**src/rtl/fetch_queue_pkg.sv**
```systemverilog
// Shared types and constants for the fetch stage.
// Optional build macro used by this slice: FETCH_PERF_EN (performance counters).
package fetch_queue_pkg;

    localparam int XLEN_DEF    = 32;
    localparam int ILEN_DEF    = 32;
    localparam int INSTR_BYTES = 4;

    // One decoded-side queue entry: the fetch PC and the word returned for it.
    typedef struct packed {
        logic [XLEN_DEF-1:0] pc;
        logic [ILEN_DEF-1:0] instr;
    } fetch_entry_t;

    // Saturating 32-bit increment for event counters.
    function automatic logic [31:0] sat_inc32(input logic [31:0] value, input logic en);
        logic [31:0] result;
        if (en && (value != 32'hFFFF_FFFF)) begin
            result = value + 32'd1;
        end else begin
            result = value;
        end
        return result;
    endfunction

endpackage

```
**src/rtl/fetch_queue_fifo.sv**
```systemverilog
// Synchronous FIFO with a flush input that empties it in one cycle.
// A flush takes priority over any push or pop in the same cycle.
// data_o reads zero while the FIFO is empty so stale contents never leak out.
module fetch_fifo #(
    parameter int WIDTH = 32,
    parameter int DEPTH = 4,
    parameter int CW    = $clog2(DEPTH + 1)
) (
    input  logic             clk,
    input  logic             rst,
    input  logic             flush_i,
    input  logic             push_i,
    input  logic [WIDTH-1:0] data_i,
    input  logic             pop_i,
    output logic [WIDTH-1:0] data_o,
    output logic [CW-1:0]    count_o
);

    localparam int            AW     = $clog2(DEPTH);
    localparam logic [CW-1:0] FULL_C = CW'(DEPTH);

    logic [WIDTH-1:0] mem_r [DEPTH];
    logic [AW-1:0]    rd_ptr_r;
    logic [AW-1:0]    wr_ptr_r;
    logic [CW-1:0]    count_r;
    logic             pop_s;
    logic             push_s;

    // A pop needs data; a push needs room, which a simultaneous pop provides.
    always_comb begin
        pop_s  = pop_i && (count_r != '0);
        push_s = push_i && ((count_r != FULL_C) || pop_s);
    end

    // Pointer and occupancy bookkeeping.
    always_ff @(posedge clk or posedge rst) begin
        if (rst) begin
            rd_ptr_r <= '0;
            wr_ptr_r <= '0;
            count_r  <= '0;
        end else if (flush_i) begin
            rd_ptr_r <= '0;
            wr_ptr_r <= '0;
            count_r  <= '0;
        end else begin
            if (push_s) begin
                wr_ptr_r <= wr_ptr_r + AW'(1);
            end else begin
                wr_ptr_r <= wr_ptr_r;
            end
            if (pop_s) begin
                rd_ptr_r <= rd_ptr_r + AW'(1);
            end else begin
                rd_ptr_r <= rd_ptr_r;
            end
            case ({push_s, pop_s})
                2'b10:   count_r <= count_r + CW'(1);
                2'b01:   count_r <= count_r - CW'(1);
                default: count_r <= count_r;
            endcase
        end
    end

    // Storage array; contents are qualified by count_r so it needs no reset.
    always_ff @(posedge clk) begin
        if (push_s && !flush_i) begin
            mem_r[wr_ptr_r] <= data_i;
        end
    end

    // Head read, forced to zero when nothing is held.
    always_comb begin
        if (count_r != '0) begin
            data_o = mem_r[rd_ptr_r];
        end else begin
            data_o = '0;
        end
    end

    assign count_o = count_r;

endmodule

```
**src/rtl/fetch_queue.sv**
```systemverilog
// Fetch stage: sequential PC generation, credit-limited imem requests,
// in-order response buffering toward decode, and branch redirect flushing.
// Optional build macro: FETCH_PERF_EN adds saturating perf counters
// perf_stall_o, perf_flush_o and perf_drop_o.
module fetch_queue
    import fetch_queue_pkg::*;
#(
    parameter int               XLEN     = XLEN_DEF,
    parameter int               ILEN     = ILEN_DEF,
    parameter int               DEPTH    = 4,
    parameter logic [XLEN-1:0]  RESET_PC = '0
) (
    input  logic            clk,
    input  logic            rst,
    output logic            imem_req_valid_o,
    input  logic            imem_req_ready_i,
    output logic [XLEN-1:0] imem_req_addr_o,
    input  logic            imem_rsp_valid_i,
    input  logic [ILEN-1:0] imem_rsp_data_i,
    output logic            valid_o,
    input  logic            ready_i,
    output logic [XLEN-1:0] pc_o,
    output logic [ILEN-1:0] instr_o,
    input  logic            branch_taken_i,
    input  logic [XLEN-1:0] branch_addr_i
`ifdef FETCH_PERF_EN
    ,
    output logic [31:0]     perf_stall_o,
    output logic [31:0]     perf_flush_o,
    output logic [31:0]     perf_drop_o
`endif
);

    localparam int            CW      = $clog2(DEPTH + 1);
    localparam logic [CW-1:0] DEPTH_C = CW'(DEPTH);

    logic [XLEN-1:0]      fetch_pc_r;
    logic [CW-1:0]        discard_r;
    logic [CW-1:0]        count_s;
    logic [CW-1:0]        inflight_s;
    logic [CW:0]          used_s;
    logic                 req_valid_s;
    logic                 req_fire_s;
    logic                 push_s;
    logic                 pop_s;
    logic [XLEN-1:0]      target_s;
    logic [XLEN-1:0]      rsp_pc_s;
    logic [XLEN+ILEN-1:0] head_s;

    // Credit check: queued entries plus live (non-discarded) requests must stay
    // below DEPTH. The in-flight PC FIFO also tracks discarded requests, so the
    // total in flight is capped at DEPTH as well to keep that FIFO from overflowing.
    always_comb begin
        used_s      = {1'b0, count_s} + {1'b0, inflight_s} - {1'b0, discard_r};
        req_valid_s = !rst && !branch_taken_i
                      && (used_s < {1'b0, DEPTH_C})
                      && (inflight_s < DEPTH_C);
        req_fire_s  = req_valid_s && imem_req_ready_i;
        push_s      = imem_rsp_valid_i && (discard_r == '0);
        pop_s       = valid_o && ready_i;
        target_s    = branch_addr_i & ~XLEN'(3);
    end

    // Next fetch address: redirect wins, otherwise advance on each accepted request.
    always_ff @(posedge clk or posedge rst) begin
        if (rst) begin
            fetch_pc_r <= RESET_PC;
        end else if (branch_taken_i) begin
            fetch_pc_r <= target_s;
        end else if (req_fire_s) begin
            fetch_pc_r <= fetch_pc_r + XLEN'(INSTR_BYTES);
        end else begin
            fetch_pc_r <= fetch_pc_r;
        end
    end

    // Number of responses still to arrive that belong to a flushed path.
    always_ff @(posedge clk or posedge rst) begin
        if (rst) begin
            discard_r <= '0;
        end else if (branch_taken_i) begin
            discard_r <= inflight_s - CW'(imem_rsp_valid_i);
        end else if (imem_rsp_valid_i && (discard_r != '0)) begin
            discard_r <= discard_r - CW'(1);
        end else begin
            discard_r <= discard_r;
        end
    end

    // PCs of outstanding requests, popped by every response (kept or dropped);
    // its occupancy is the in-flight count.
    fetch_fifo #(
        .WIDTH (XLEN),
        .DEPTH (DEPTH)
    ) u_pc_fifo (
        .clk     (clk),
        .rst     (rst),
        .flush_i (1'b0),
        .push_i  (req_fire_s),
        .data_i  (fetch_pc_r),
        .pop_i   (imem_rsp_valid_i),
        .data_o  (rsp_pc_s),
        .count_o (inflight_s)
    );

    // Entry queue toward decode; a redirect empties it and ignores that cycle's push/pop.
    fetch_fifo #(
        .WIDTH (XLEN + ILEN),
        .DEPTH (DEPTH)
    ) u_entry_fifo (
        .clk     (clk),
        .rst     (rst),
        .flush_i (branch_taken_i),
        .push_i  (push_s),
        .data_i  ({rsp_pc_s, imem_rsp_data_i}),
        .pop_i   (pop_s),
        .data_o  (head_s),
        .count_o (count_s)
    );

    assign imem_req_valid_o = req_valid_s;
    assign imem_req_addr_o  = fetch_pc_r;
    assign valid_o          = (count_s != '0);
    assign pc_o             = head_s[XLEN+ILEN-1:ILEN];
    assign instr_o          = head_s[ILEN-1:0];

`ifdef FETCH_PERF_EN
    logic [31:0] perf_stall_r;
    logic [31:0] perf_flush_r;
    logic [31:0] perf_drop_r;

    // Saturating event counters: stalled requests, redirects, dropped responses.
    always_ff @(posedge clk or posedge rst) begin
        if (rst) begin
            perf_stall_r <= 32'd0;
            perf_flush_r <= 32'd0;
            perf_drop_r  <= 32'd0;
        end else begin
            perf_stall_r <= sat_inc32(perf_stall_r, req_valid_s && !imem_req_ready_i);
            perf_flush_r <= sat_inc32(perf_flush_r, branch_taken_i);
            perf_drop_r  <= sat_inc32(perf_drop_r,
                                      imem_rsp_valid_i && ((discard_r != '0) || branch_taken_i));
        end
    end

    assign perf_stall_o = perf_stall_r;
    assign perf_flush_o = perf_flush_r;
    assign perf_drop_o  = perf_drop_r;
`endif

endmodule
```
**config.mk**
```make
export PLATFORM = sky130hd
export DESIGN_NAME = fetch_queue
export DESIGN_NICKNAME = d
export VERILOG_FILES = /design/src/rtl/fetch_queue_pkg.sv /design/src/rtl/fetch_queue_fifo.sv /design/src/rtl/fetch_queue.sv
export SDC_FILE = /design/constraint.sdc
export NUM_CORES = 1
export LEC_CHECK = 0
export CAP_MARGIN = 40
export CORE_MARGIN = 2
export CORE_UTILIZATION = 43
export CTS_BUF_LIST = sky130_fd_sc_hd__clkbuf_4
export CTS_CLUSTER_DIAMETER = 30
export DETAILED_ROUTE_END_ITERATION = 7
export GPL_TIMING_DRIVEN = 0
export HOLD_SLACK_MARGIN = 0.15
export PLACE_DENSITY = 0.65
export SETUP_SLACK_MARGIN = 0.3
export SKIP_CTS_REPAIR_TIMING = 1
export SLEW_MARGIN = 15
export SYNTH_ARGS = -nofsm -noshare
export SYNTH_HDL_FRONTEND = slang
export SYNTH_SLANG_ARGS = --single-unit
```
**constraint.sdc**
```tcl
create_clock -name clk -period 3.5 [get_ports clk]
set_input_delay 0.7 -clock clk [delete_from_list [all_inputs] [get_ports clk]]
set_output_delay 0.7 -clock clk [all_outputs]
set_load 0.005 [all_outputs]
```
==> impl_metrics.tcl <==
set metrics [dict create \
    outcome "finished with violations" \
    violations "negative setup slack" \
    timing.rr.end "u_pc_fifo.count_o[2]$_DFFE_PP0P_" \
    track_usage_pct 17.91 \
    rsz0062_at_grt "true" \
    dp.cells 1646 \
    cts.path.max_buffers 3 \
    cpMostUsedCell "nor2_1" \
    synth_edf_count 372 \
    vias 9990 \
    cp_top_family "adder cells" \
    p_sw_share_pct 26.53 \
    rows 73 \
    max_freq_mhz 282.6 \
    cell_internal_pwr_uw 10130 \
    gr-total-overflow 0 \
    worstSetupPathType "flip-flop to primary output" \
    final_hold_viol_count 0 \
    ys_seq_elements 419 \
    cp.required_ns 2.80 \
    fillCellCount 3114 \
    period_needed_ns 3.538 \
    crit_path_cell_trace "inv_2 > fa_1 > inv_1 > ha_1 > and3b_2 > nor3_4 > nor2_1 > nor2_1 > buf_2" \
    synth_flop_cell "edfxtp_1" \
    use_met3_pct 5.022 \
    clock_sink_count 419 \
    hold_class "primary input to flip-flop" \
    fp.coreArea_um2 39640 \
    synth_top_cell_by_area "edfxtp_1" \
    arrival_ns 2.84 \
    cp.depth 9 \
    grt_pass1_wl_um 56620 \
    netlist_instances 947 \
    postRouteAntennaNets 0 \
    fin_skew_ns 0.03616 \
    die_y_um 204.0 \
    start_kind "flip-flop" \
    r2r-start "u_entry_fifo.count_o[1]$_DFFE_PP0P_" \
    wl_per_cell_um 20.16 \
    reg2regPathDepth 17 \
    synth_top_area_share_pct 64.94 \
    synthMuxAreaShare_pct 13.38 \
    grt_max_degree 48 \
    cp_slowest_stage_delay_ns 0.50 \
    nets 1407 \
    power_switching_uw 3656 \
    ys_types 57 \
    place_hpwl_um 23390 \
    ir_worst_vdd_uv 267.9 \
    worstPathMaxFanout 4 \
    cts-root-buf "clkbuf_4" \
    die_width_um 204.0 \
    io_buffer_count 162 \
    timing.final.crit_share_pct 101.1 \
    synth_compound_area_share_pct 2.815 \
    yosysSeqAreaShare_pct 71.77 \
    critPathCaptureType "primary output" \
    avgSynthCellArea_um2 18.17 \
    yosys.area_share.simple_pct 7.593 \
    synth-adder-area-share_pct 1.702 \
    die_area_um2 41620 \
    numCtsBuffers 115 \
    floorplan.initialDensity_pct 43.40 \
    netlist_area_um2 17200 \
    routed_wl_um 39010 \
    leakage_uw 0.008303 \
    clkLatencyLatePin_ns 0.77 \
    crit_path_start "u_entry_fifo.count_o[1]$_DFFE_PP0P_" \
    syn_to_final_growth_pct 31.82 \
    busiest_layer "met2" \
    grt_pass1_vias 10290 \
    cp-endpoint "imem_req_valid_o" \
    vias_per_cell 5.163 \
    cts_tree "built" \
    clkPwrFrac_pct 32.6 \
    place_ws_ns -0.4412 \
    grt.met1_usage_pct 23.76 \
    use_met2_pct 28.77 \
    drtIter0Drc 604 \
    worst_pin_slew_ns 0.9068 \
    reg2reg_slack_ns 0.20 \
    drv_slew 0 \
    final_cells 1935 \
    final.setup.worst_slack_ns -0.03830 \
    yosysWarningCount 0 \
    powerDensity_nw_per_um2 607.8 \
    critPathSlowestCell "fa_1" \
    synthTopCellsByArea "edfxtp_1 65%, mux4_2 12%, dfrtp_1 6.8%, and2_1 2.4%, ha_1 1.2%" \
    h-tree-depth 3 \
    slew_headroom_pct 39.26 \
    synth-xor-area-share_pct 0.7637 \
    synthArstFlopShare_pct 11.22 \
    cap_violations 0 \
    power_frac_seq_pct 45.3 \
    finalSetupViolCount 1 \
    layout-drive-gt1-share_pct 36.41 \
    dr.pass1.iters 5 \
    p_comb_share_pct 22.1 \
    gp_congestion 0.8607 \
    synth_top_family_by_area "multiplexers" \
    clkTransAtPathRegs_ns 0.07 \
    io-pin-count 168 \
    path_buf_inv 3 \
    antenna_found_initial 1 \
    drc 0 \
]
==> flip-flops by register name, indices dropped and copies added, names as in the netlist <==
register and flops:
discard_r 3, u_pc_fifo.mem_r 120, u_entry_fifo.rd_ptr_r 2, u_pc_fifo.count_o 3, u_entry_fifo.mem_r 252, u_pc_fifo.wr_ptr_r 2, imem_req_addr_o 30, u_pc_fifo.rd_ptr_r 2
u_entry_fifo.count_o 3, u_entry_fifo.wr_ptr_r 2
==> worst min-delay path by stage <==
stage / startpoint / to / slack (ns) / cells after the start
3_3_place_gp: u_pc_fifo.count_o[0]$_DFFE_PP0P_ / u_pc_fifo.count_o[0]$_DFFE_PP0P_ / 0.52 / 1
6_report: ready_i / u_entry_fifo.rd_ptr_r[1]$_DFFE_PP0P_ / 0.38 / 4
4_1_cts: ready_i / u_entry_fifo.rd_ptr_r[1]$_DFFE_PP0P_ / 0.28 / 4
2_1_floorplan: u_pc_fifo.count_o[0]$_DFFE_PP0P_ / u_pc_fifo.count_o[0]$_DFFE_PP0P_ / 0.48 / 1
5_1_grt: ready_i / u_entry_fifo.rd_ptr_r[1]$_DFFE_PP0P_ / 0.33 / 4
3_5_place_dp: u_pc_fifo.count_o[0]$_DFFE_PP0P_ / u_pc_fifo.count_o[0]$_DFFE_PP0P_ / 0.53 / 1
==> cells by family (layout without fill, tap and decap cells) <==
logic type	count (synthesis)	after routing
mux	113	113
compound gates	66	66
other cells	1	7
fa+ha+maj	21	21
buf+inv	81	536
xor+xnor	15	15
simple gates	231	233
flops	419	419
==> cells in the mapped netlist (all sizes together), types with 4 or more instances <==
| master | number |
|---|---|
| a31oi | 8 |
| o21ai | 15 |
| or4 | 5 |
| a221oi | 4 |
| fa | 4 |
| and3 | 10 |
| nor2b | 32 |
| nand4 | 6 |
| mux4 | 93 |
| clkbuf | 29 |
| ha | 17 |
| and2 | 67 |
| xnor2 | 8 |
| mux2 | 5 |
| o211ai | 4 |
| nand3 | 18 |
| xor2 | 7 |
| or3 | 5 |
| a311oi | 4 |
| buf | 21 |
| nor3 | 15 |
| nand2 | 28 |
| inv | 31 |
| o31ai | 4 |
| nor2 | 31 |
| a221o | 6 |
| mux2i | 15 |
| edfxtp | 372 |
| dfrtp | 47 |
==> power groups by stage <==
stage | combinational (uW) | sequential [uW] | clock [uW]
global route | 3340 | 6270 | 4890
finish | 3040 | 6240 | 4500
floorplan | 1650 | 6250 | 0
CTS | 2540 | 6230 | 4640
global placement | 2450 | 6330 | 0
detailed placement | 2530 | 6330 | 0
==> layout by cell type, fill, tap and decap left out, drive strengths merged, types with 7 or more instances in the layout <==
master,n
clkbuf,198
nand3,18
xor2,7
ha,17
dlymetal6s2s,18
nand2,28
nor3,15
o21ai,15
dfrtp,47
xnor2,8
clkinv,46
edfxtp,372
nor2,31
a31oi,8
inv,31
buf,140
clkdlybuf4s50,96
and3,11
mux2i,15
mux4,93
and2,68
nor2b,32
==> per-layer routing <==
metal | wire length, um | share of wire (%)
met2 | 19260 | 49
met1 | 16610 | 43
met3 | 2597 | 6.7
met4 | 544 | 1.4
met5 | 0 | 0
==> final cells by class <==
class / instances / area (um^2) / area share (%)
well taps: 525 / 656.9 / 2.897
flip-flops and latches: 419 / 12350 / 54.47
clock buffers: 157 / 1179 / 5.198
inverters: 31 / 123.9 / 0.5462
clock inverters: 53 / 379.1 / 1.672
multi-input cells: 454 / 4730 / 20.86
plain buffers: 50 / 446.7 / 1.970
repair buffers: 245 / 2808 / 12.38
diodes: 1 / 2.502 / 0.01104
==> through the flow <==
step / util (%) / hold slack (ns) / TNS [ns] / area [um^2] / power (uW)
floorplan: - / 0.4802 / 0 / 17260 / 7904
detailed placement: 49.71 / 0.5280 / -45.19 / 19710 / 8862
global route: 57.21 / 0.3276 / -0.2457 / 22680 / 14500
finish: 57.21 / 0.3811 / -0.03830 / 22680 / 13780
global placement: 49.28 / 0.5216 / -234.86 / 19540 / 8776
CTS: 53.64 / 0.2811 / -64.56 / 21260 / 13410
==> worst reg2reg max path: stages (launching register included) <==
cell     delay (ns)
dfrtp_2        0.39
inv_2          0.07
fa_1           0.50
inv_1          0.04
ha_1           0.27
and3b_2        0.23
o21a_1         0.20
buf_4          0.14
o21a_1         0.17
buf_6          0.14
inv_8          0.07
buf_12         0.11
ha_4           0.13
inv_1          0.05
fa_2           0.33
xor2_1         0.14
nor2_1         0.11
xor2_1         0.15
(Power assumes the default switching activity.)
